**config.mk**
```make
export PLATFORM = sky130hd
export DESIGN_NAME = ocx_tlx_framer_param_fifo_flat
export DESIGN_NICKNAME = d
export VERILOG_FILES = /design/src/rtl/ocx_tlx_framer_param_fifo_pkg.sv /design/src/rtl/ocx_tlx_framer_param_fifo_if.sv /design/src/rtl/ocx_tlx_framer_param_fifo_regfile.sv /design/src/rtl/ocx_tlx_framer_param_fifo.sv /design/src/flat_wrapper.sv
export SDC_FILE = /design/constraint.sdc
export NUM_CORES = 1
export LEC_CHECK = 0
export BUFFER_PORTS_ARGS = -buffer_cell sky130_fd_sc_hd__buf_2
export CORE_MARGIN = 3
export CORE_UTILIZATION = 30
export DETAILED_ROUTE_END_ITERATION = 8
export GPL_TIMING_DRIVEN = 0
export PLACE_DENSITY = 0.56
export SLEW_MARGIN = 20
export SYNTH_ARGS = -nofsm -noshare
export SYNTH_HDL_FRONTEND = slang
export SYNTH_SLANG_ARGS = --single-unit
```
**constraint.sdc**
```tcl
create_clock -name clock -period 38.5 [get_ports clock]
set_input_delay 1.925 -clock clock [delete_from_list [all_inputs] [get_ports clock]]
set_output_delay 1.925 -clock clock [all_outputs]
set_load 0.05 [all_outputs]
```
**src/rtl/ocx_tlx_framer_param_fifo_pkg.sv**
```systemverilog
// Shared constants, depth-mode type and parameter sanity helpers for the
// parametrised framer command FIFO.
package ocx_tlx_framer_param_fifo_pkg;

   localparam int DEF_DATA_WIDTH   = 172;
   localparam int DEF_DEPTH        = 8;
   localparam int DEF_ADDR_WIDTH   = 3;
   localparam int DEF_AFULL_THRESH = 6;

   typedef enum logic {
      MODE_FULL_DEPTH = 1'b0,
      MODE_MIN_DEPTH  = 1'b1
   } depth_mode_e;

   function automatic bit is_pow2(input int n);
      return (n >= 2) && ((n & (n - 1)) == 0);
   endfunction

   function automatic bit params_ok(input int depth, input int addr_width, input int afull);
      return is_pow2(depth) && ((1 << addr_width) == depth) && (afull >= 1) && (afull <= depth);
   endfunction

endpackage

```
**src/rtl/ocx_tlx_framer_param_fifo_if.sv**
```systemverilog
// Command-side bus of the framer FIFO: producer/consumer controls plus
// status outputs. master = TLX command side, slave = the FIFO itself.
interface ocx_tlx_framer_param_fifo_if #(
   parameter int DATA_WIDTH = 172,
   parameter int ADDR_WIDTH = 3
);
   logic [DATA_WIDTH-1:0] data_in;
   logic                  wr_enable;
   logic                  rd_done;
   logic                  use_min_fifo_depth;
   logic                  error_clear;

   logic [DATA_WIDTH-1:0] data_out;
   logic                  data_available;
   logic                  full;
   logic                  almost_full;
   logic [ADDR_WIDTH:0]   valid_entry_count;
   logic [ADDR_WIDTH:0]   high_water_mark;
   logic                  underflow_error;
   logic                  overflow_error;
   logic                  underflow_sticky;
   logic                  overflow_sticky;
   logic                  min_depth_active;

   modport master (
      output data_in, wr_enable, rd_done, use_min_fifo_depth, error_clear,
      input  data_out, data_available, full, almost_full, valid_entry_count,
             high_water_mark, underflow_error, overflow_error,
             underflow_sticky, overflow_sticky, min_depth_active
   );

   modport slave (
      input  data_in, wr_enable, rd_done, use_min_fifo_depth, error_clear,
      output data_out, data_available, full, almost_full, valid_entry_count,
             high_water_mark, underflow_error, overflow_error,
             underflow_sticky, overflow_sticky, min_depth_active
   );
endinterface

```
**src/rtl/ocx_tlx_framer_param_fifo_regfile.sv**
```systemverilog
// Storage for the framer FIFO: one synchronous write port, one asynchronous
// read port so the head entry falls through without latency.
module ocx_tlx_fifo_regfile #(
   parameter int DATA_WIDTH = 172,
   parameter int DEPTH      = 8,
   parameter int ADDR_WIDTH = 3
) (
   input  logic                  clock,
   input  logic                  i_wr_en,
   input  logic [ADDR_WIDTH-1:0] i_wr_addr,
   input  logic [DATA_WIDTH-1:0] i_wr_data,
   input  logic [ADDR_WIDTH-1:0] i_rd_addr,
   output logic [DATA_WIDTH-1:0] o_rd_data
);

   (* ram_style = "distributed" *)
   logic [DATA_WIDTH-1:0] r_mem [DEPTH];

   always_ff @(posedge clock) begin
      if (i_wr_en) begin
         r_mem[i_wr_addr] <= i_wr_data;
      end
   end

   assign o_rd_data = r_mem[i_rd_addr];

endmodule

```
**src/rtl/ocx_tlx_framer_param_fifo.sv**
```systemverilog
// First-word-fall-through command FIFO feeding the framer, with protected
// full/empty, almost-full backpressure, sticky errors, high-water mark and min-depth mode.
module ocx_tlx_framer_param_fifo
   import ocx_tlx_framer_param_fifo_pkg::*;
#(
   parameter int DATA_WIDTH   = DEF_DATA_WIDTH,
   parameter int DEPTH        = DEF_DEPTH,
   parameter int ADDR_WIDTH   = DEF_ADDR_WIDTH,
   parameter int AFULL_THRESH = DEF_AFULL_THRESH
) (
   input  logic                        clock,
   input  logic                        reset_n,
   ocx_tlx_framer_param_fifo_if.slave  bus
);

   localparam int CW = ADDR_WIDTH + 1;
   typedef logic [CW-1:0]         cnt_t;
   typedef logic [ADDR_WIDTH-1:0] ptr_t;

   localparam cnt_t CNTR_0     = '0;
   localparam cnt_t CNTR_1     = cnt_t'(1);
   localparam cnt_t CNTR_DEPTH = cnt_t'(DEPTH);
   localparam cnt_t CNTR_AFULL = cnt_t'(AFULL_THRESH);
   localparam ptr_t PTR_0      = '0;
   localparam ptr_t PTR_1      = ptr_t'(1);

   generate
      if (!params_ok(DEPTH, ADDR_WIDTH, AFULL_THRESH)) begin : g_param_err
         $error("ocx_tlx_framer_param_fifo: DEPTH must be a power of 2 >= 2 equal to 2**ADDR_WIDTH, AFULL_THRESH in 1..DEPTH");
      end
   endgenerate

   cnt_t        r_count;
   cnt_t        r_hwm;
   ptr_t        r_wr_ptr;
   ptr_t        r_rd_ptr;
   depth_mode_e r_mode;
   logic        r_underflow_sticky;
   logic        r_overflow_sticky;

   cnt_t                  w_eff;
   logic                  w_empty;
   logic                  w_full;
   logic                  w_rd_acc;
   logic                  w_wr_acc;
   logic                  w_underflow;
   logic                  w_overflow;
   cnt_t                  w_count_nxt;
   cnt_t                  w_hwm_nxt;
   depth_mode_e           w_mode_nxt;
   ptr_t                  w_wr_ptr_nxt;
   ptr_t                  w_rd_ptr_nxt;
   logic [DATA_WIDTH-1:0] w_rd_data;

   assign w_eff    = (r_mode == MODE_MIN_DEPTH) ? CNTR_1 : CNTR_DEPTH;
   assign w_empty  = (r_count == CNTR_0);
   assign w_full   = (r_count == w_eff);
   assign w_rd_acc = bus.rd_done & ~w_empty;
   // A write into a full FIFO still lands when the head leaves in the same cycle.
   assign w_wr_acc = bus.wr_enable & ((r_count < w_eff) | w_rd_acc);

   assign w_underflow = bus.rd_done & w_empty;
   assign w_overflow  = bus.wr_enable & w_full & ~w_rd_acc;

   assign w_count_nxt = r_count + (w_wr_acc ? CNTR_1 : CNTR_0) - (w_rd_acc ? CNTR_1 : CNTR_0);
   assign w_hwm_nxt   = bus.error_clear ? w_count_nxt
                                        : ((w_count_nxt > r_hwm) ? w_count_nxt : r_hwm);

   // Mode only changes while idle and empty, so no live entry can be stranded.
   assign w_mode_nxt = (w_empty & ~w_wr_acc)
                       ? (bus.use_min_fifo_depth ? MODE_MIN_DEPTH : MODE_FULL_DEPTH)
                       : r_mode;

   assign w_wr_ptr_nxt = (w_mode_nxt == MODE_MIN_DEPTH) ? PTR_0
                                                        : r_wr_ptr + (w_wr_acc ? PTR_1 : PTR_0);
   assign w_rd_ptr_nxt = (w_mode_nxt == MODE_MIN_DEPTH) ? PTR_0
                                                        : r_rd_ptr + (w_rd_acc ? PTR_1 : PTR_0);

   always_ff @(posedge clock or negedge reset_n) begin
      if (!reset_n) begin
         r_count            <= CNTR_0;
         r_hwm              <= CNTR_0;
         r_wr_ptr           <= PTR_0;
         r_rd_ptr           <= PTR_0;
         r_mode             <= MODE_FULL_DEPTH;
         r_underflow_sticky <= 1'b0;
         r_overflow_sticky  <= 1'b0;
      end else begin
         r_count  <= w_count_nxt;
         r_hwm    <= w_hwm_nxt;
         r_wr_ptr <= w_wr_ptr_nxt;
         r_rd_ptr <= w_rd_ptr_nxt;
         r_mode   <= w_mode_nxt;
         if (bus.error_clear) begin
            r_underflow_sticky <= 1'b0;
            r_overflow_sticky  <= 1'b0;
         end else begin
            r_underflow_sticky <= r_underflow_sticky | w_underflow;
            r_overflow_sticky  <= r_overflow_sticky  | w_overflow;
         end
      end
   end

   ocx_tlx_fifo_regfile #(
      .DATA_WIDTH (DATA_WIDTH),
      .DEPTH      (DEPTH),
      .ADDR_WIDTH (ADDR_WIDTH)
   ) u_regfile (
      .clock     (clock),
      .i_wr_en   (w_wr_acc),
      .i_wr_addr (r_wr_ptr),
      .i_wr_data (bus.data_in),
      .i_rd_addr (r_rd_ptr),
      .o_rd_data (w_rd_data)
   );

   // Head is masked while empty so stale or unreset storage never leaks out.
   assign bus.data_out          = w_empty ? '0 : w_rd_data;
   assign bus.data_available    = ~w_empty;
   assign bus.full              = w_full;
   assign bus.almost_full       = (r_mode == MODE_MIN_DEPTH) ? w_full : (r_count >= CNTR_AFULL);
   assign bus.valid_entry_count = r_count;
   assign bus.high_water_mark   = r_hwm;
   assign bus.underflow_error   = w_underflow;
   assign bus.overflow_error    = w_overflow;
   assign bus.underflow_sticky  = r_underflow_sticky;
   assign bus.overflow_sticky   = r_overflow_sticky;
   assign bus.min_depth_active  = (r_mode == MODE_MIN_DEPTH);

endmodule
```
**src/flat_wrapper.sv**
```systemverilog
// flat-port wrapper written by rule: the top's interface ports become plain ports
module ocx_tlx_framer_param_fifo_flat import ocx_tlx_framer_param_fifo_pkg::*;
#(
   parameter int DATA_WIDTH   = DEF_DATA_WIDTH,
   parameter int DEPTH        = DEF_DEPTH,
   parameter int ADDR_WIDTH   = DEF_ADDR_WIDTH,
   parameter int AFULL_THRESH = DEF_AFULL_THRESH
)
  (clock, reset_n, bus_data_in, bus_wr_enable, bus_rd_done, bus_use_min_fifo_depth, bus_error_clear, bus_data_out, bus_data_available, bus_full, bus_almost_full, bus_valid_entry_count, bus_high_water_mark, bus_underflow_error, bus_overflow_error, bus_underflow_sticky, bus_overflow_sticky, bus_min_depth_active);
  ocx_tlx_framer_param_fifo_if #(.DATA_WIDTH(DATA_WIDTH), .ADDR_WIDTH(ADDR_WIDTH)) bus_i ();
  input  logic clock;
  input  logic reset_n;
  input wire logic [$bits(bus_i.data_in)-1:0] bus_data_in;
  input wire logic [$bits(bus_i.wr_enable)-1:0] bus_wr_enable;
  input wire logic [$bits(bus_i.rd_done)-1:0] bus_rd_done;
  input wire logic [$bits(bus_i.use_min_fifo_depth)-1:0] bus_use_min_fifo_depth;
  input wire logic [$bits(bus_i.error_clear)-1:0] bus_error_clear;
  output wire logic [$bits(bus_i.data_out)-1:0] bus_data_out;
  output wire logic [$bits(bus_i.data_available)-1:0] bus_data_available;
  output wire logic [$bits(bus_i.full)-1:0] bus_full;
  output wire logic [$bits(bus_i.almost_full)-1:0] bus_almost_full;
  output wire logic [$bits(bus_i.valid_entry_count)-1:0] bus_valid_entry_count;
  output wire logic [$bits(bus_i.high_water_mark)-1:0] bus_high_water_mark;
  output wire logic [$bits(bus_i.underflow_error)-1:0] bus_underflow_error;
  output wire logic [$bits(bus_i.overflow_error)-1:0] bus_overflow_error;
  output wire logic [$bits(bus_i.underflow_sticky)-1:0] bus_underflow_sticky;
  output wire logic [$bits(bus_i.overflow_sticky)-1:0] bus_overflow_sticky;
  output wire logic [$bits(bus_i.min_depth_active)-1:0] bus_min_depth_active;
  assign bus_i.data_in = bus_data_in;
  assign bus_i.wr_enable = bus_wr_enable;
  assign bus_i.rd_done = bus_rd_done;
  assign bus_i.use_min_fifo_depth = bus_use_min_fifo_depth;
  assign bus_i.error_clear = bus_error_clear;
  assign bus_data_out = bus_i.data_out;
  assign bus_data_available = bus_i.data_available;
  assign bus_full = bus_i.full;
  assign bus_almost_full = bus_i.almost_full;
  assign bus_valid_entry_count = bus_i.valid_entry_count;
  assign bus_high_water_mark = bus_i.high_water_mark;
  assign bus_underflow_error = bus_i.underflow_error;
  assign bus_overflow_error = bus_i.overflow_error;
  assign bus_underflow_sticky = bus_i.underflow_sticky;
  assign bus_overflow_sticky = bus_i.overflow_sticky;
  assign bus_min_depth_active = bus_i.min_depth_active;
  ocx_tlx_framer_param_fifo #(.DATA_WIDTH(DATA_WIDTH), .DEPTH(DEPTH), .ADDR_WIDTH(ADDR_WIDTH), .AFULL_THRESH(AFULL_THRESH)) u_core (.clock(clock), .reset_n(reset_n), .bus(bus_i));
endmodule
```
==> impl_metrics.env <==
export IMPL_place_gp_congestion=0.704
export IMPL_period_minus_slack_ps=5540
export IMPL_synth_ff_latch_count=1393
export IMPL_ir_drop_mv=0.0696
export IMPL_p_per_area_nw_per_um2=81.6
export IMPL_synth_top_area_cell="edfxtp_1"
export IMPL_outcome="completed"
export IMPL_vias=25300
export IMPL_slew_violations=0
export IMPL_tightestPinTransition_ps=1060
export IMPL_cp_common_cell="buf_2"
export IMPL_synth_edff_count=1376
export IMPL_clk_pin_slew_worst_paths_ps=60
export IMPL_coreArea_um2=175000
export IMPL_critPathLaunchType="flop"
export IMPL_start_util_pct=30.4
export IMPL_drc_errors=0
export IMPL_pre_cts_ws_ps=33100
export IMPL_first_pass_iters=5
export IMPL_via_per_inst=4.59
export IMPL_crit_required_ps=36580
export IMPL_grt_max_degree=20
export IMPL_ff2ff_path_depth=17
export IMPL_cts_setup_buffers=0
export IMPL_r2r_start="u_core.bus.valid_entry_count[2]"
export IMPL_synth_warning_count=0
export IMPL_syn_nets=2475
export IMPL_clockBufferDepth=3
export IMPL_grt_pass1_wl_um=188000
export IMPL_cts_resized_gates=0
export IMPL_maxCapViolations=0
export IMPL_relSlewSlack_pct=29.2
export IMPL_clockRootBuffer="clkbuf_16"
export IMPL_hold_violations=0
export IMPL_synth_seq_area_share_pct=78.5
export IMPL_rsz0062_at_grt="false"
export IMPL_syn_to_final_growth_pct=22.1
export IMPL_reg2reg_to="u_core.bus.high_water_mark[0]"
export IMPL_dp_cells=5216
export IMPL_dieArea_um2=182000
export IMPL_ant_nets=0
export IMPL_ys_types=43
export IMPL_instances_no_fill=5509
export IMPL_r2r_setup_slack_ps=34110
export IMPL_synth_most_common_cell="edfxtp_1"
export IMPL_num_rows=153
export IMPL_crit_chain="buf_2 -> buf_2 -> buf_2 -> mux4_2 -> mux2i_1 -> nor2_1 -> buf_2"
export IMPL_port_buffers=365
export IMPL_synth_async_reset_ratio_pct=1.22
export IMPL_wl_per_cell_um=23.5
export IMPL_netlist_instances=2280
export IMPL_cp_top_family="buffers and inverters"
export IMPL_worstHoldPathCells=2
export IMPL_overflow=0
export IMPL_layout_nets=3240
export IMPL_finalCritPeriodShare_pct=14.4
export IMPL_drt_wl_total_um=129000
export IMPL_insertion_delay_ps=790
export IMPL_worst_setup_path_type="reg -> out"
export IMPL_cts_hold_buf=0
export IMPL_synthTopCellsByCount="edfxtp_1, mux4_2, nor2_1, mux2i_1, clkbuf_1"
export IMPL_hp_class="reg -> reg"
export IMPL_antenna_found_initial=34
export IMPL_cp_max_fo=11
export IMPL_hold_start="u_core.bus.overflow_sticky"
export IMPL_cts_sinks=1393
export IMPL_synth_flop_cell="edfxtp_1"
export IMPL_crit_buf_inv=4
export IMPL_final_setup_skew_ps=43.3
export IMPL_fin_ws_ps=32960
export IMPL_fmax_ghz=0.181
export IMPL_htreeDepth=4
export IMPL_cp_num_cells=7
export IMPL_die_w_um=427
export IMPL_grt_use_total_pct=14.2
export IMPL_fp_dieH_um=427
export IMPL_drtIter0Drc=1970
export IMPL_numCtsBuffers=152
export IMPL_min_delay_worst_endpoint="u_core.bus.overflow_sticky"
export IMPL_synthesis_area_um2=53200
export IMPL_cts_tree="yes"
export IMPL_synth_area_leaders="edfxtp_1, mux4_2, mux2i_1, nor2_1, dfrtp_1"
export IMPL_dp_hpwl_um=89200
export IMPL_crit_path_end_kind="output pin"
export IMPL_critical_path_max_stage_delay_ps=530
export IMPL_ioPinCount=366
export IMPL_synthDominantCellAreaShare_pct=77.7
export IMPL_setup_viol=0
export IMPL_slowest_stage="buf_2"
export IMPL_arrival_ps=3610
export IMPL_drive_gt1_share_pct=39.5
export IMPL_grt_pass1_vias=26500
export IMPL_leakage_nw=21.5
export IMPL_postSynthAreaPerCell_um2=23.3
-- logic make-up after synthesis --
| group | synth area share (%) |
|---|---|
| flip-flops | 78.5 |
| multiplexers | 17.9 |
| AO/OA/AOI/OAI | 0.151 |
| adder cells (fa/ha/maj) | 0.414 |
| AND/OR/NAND/NOR | 1.63 |
| buffers and inverters | 1.33 |
| XOR/XNOR | 0.0659 |
-- state kept, by name, indices dropped and copies added, names as in the netlist --
register and flops:
u_core.r_rd_ptr 3, u_core.bus.underflow_sticky 1, u_core.bus.valid_entry_count 4, u_core.r_wr_ptr 3
u_core.u_regfile.r_mem 1376, u_core.bus.min_depth_active 1, u_core.bus.overflow_sticky 1, u_core.bus.high_water_mark 4
-- tightest hold or removal path, stage by stage (launching register included) --
cell,delay (ps)
dfrtp_1,350
a31oi_1,50
nor2_1,70
-- per-layer routing --
metal / global-route usage, % / wire length, µm / part of all wire, %
met5: 0 / 78 / 0.060
met4: 3.89 / 2920 / 2.3
met1: 18.0 / 53600 / 41
met2: 24.2 / 65500 / 51
met3: 3.51 / 7320 / 5.7
-- cell type report --
class | count | area, µm²
antenna | 15 | 37.5
buffer | 115 | 662
clock buffer | 182 | 3960
clock inverter | 96 | 922
fill | 16100 | 110000
inverter | 13 | 48.8
multi-input combinational | 759 | 10800
sequential | 1393 | 41700
tap | 2325 | 2910
timing repair buffer | 611 | 3830
-- worst max path at each step --
| stage | from | end | slack (ps) |
|---|---|---|---|
| final | u_core.r_rd_ptr[1] | bus_data_out[70] | 32960 |
| after global routing | u_core.r_rd_ptr[1] | bus_data_out[141] | 32740 |
| after CTS | u_core.r_rd_ptr[1] | bus_data_out[141] | 32670 |
| after detailed placement | bus_rd_done | u_core.u_regfile.r_mem[4][104] | 33100 |
| after global placement | bus_rd_done | u_core.u_regfile.r_mem[4][64] | -4830 |
| after floorplan | bus_rd_done | u_core.u_regfile.r_mem[2][0] | 17590 |
-- report_power, final --
group	internal, W	leakage (nW)	switching [W]
combinational	0.000649	6.43	0.00137
clock	0.000809	2.38	0.000606
sequential	0.00183	12.7	0.0000336
total	0.00329	21.5	0.00201
-- cell usage in the layout (no fill, tap or decap), types with 3 or more instances in the layout --
cell type	netlist	final
edfxtp_1	1376	1376
buf_2	37	527
mux4_2	344	344
nor2_1	177	175
mux2i_1	172	172
clkbuf_16	0	154
buf_4	3	73
clkbuf_1	41	66
buf_6	19	45
clkinv_1	0	41
clkinv_2	0	23
dfrtp_1	17	17
ha_1	16	16
diode_2	0	15
buf_12	0	15
inv_1	10	10
bufinv_16	0	10
buf_16	0	9
buf_1	8	8
clkbuf_4	7	7
nor3b_1	5	5
a21oi_1	5	5
inv_6	0	5
nand2_1	4	4
mux2_2	4	4
clkinv_16	0	4
inv_16	0	4
clkinv_8	0	4
inv_2	3	3
clkbuf_2	0	3
nor4b_2	0	3
-- through the flow --
| stage | setup TNS [ps] | total power [W] | hold WS (ps) | util [%] | area, µm² |
|---|---|---|---|---|---|
| final | 0 | 0.00529 | 506 | 37.1 | 64900 |
| after global routing | 0 | 0.00555 | 554 | 37.1 | 64900 |
| after CTS | 0 | 0.00540 | 502 | 37.1 | 64900 |
| after detailed placement | 0 | 0.00396 | 486 | 34.3 | 60000 |
| after global placement | -2845110 | 0.00411 | 478 | 33.1 | 57900 |
| after floorplan | 0 | 0.00341 | 653 | - | 53200 |
Power figures use the tool's default switching activity.
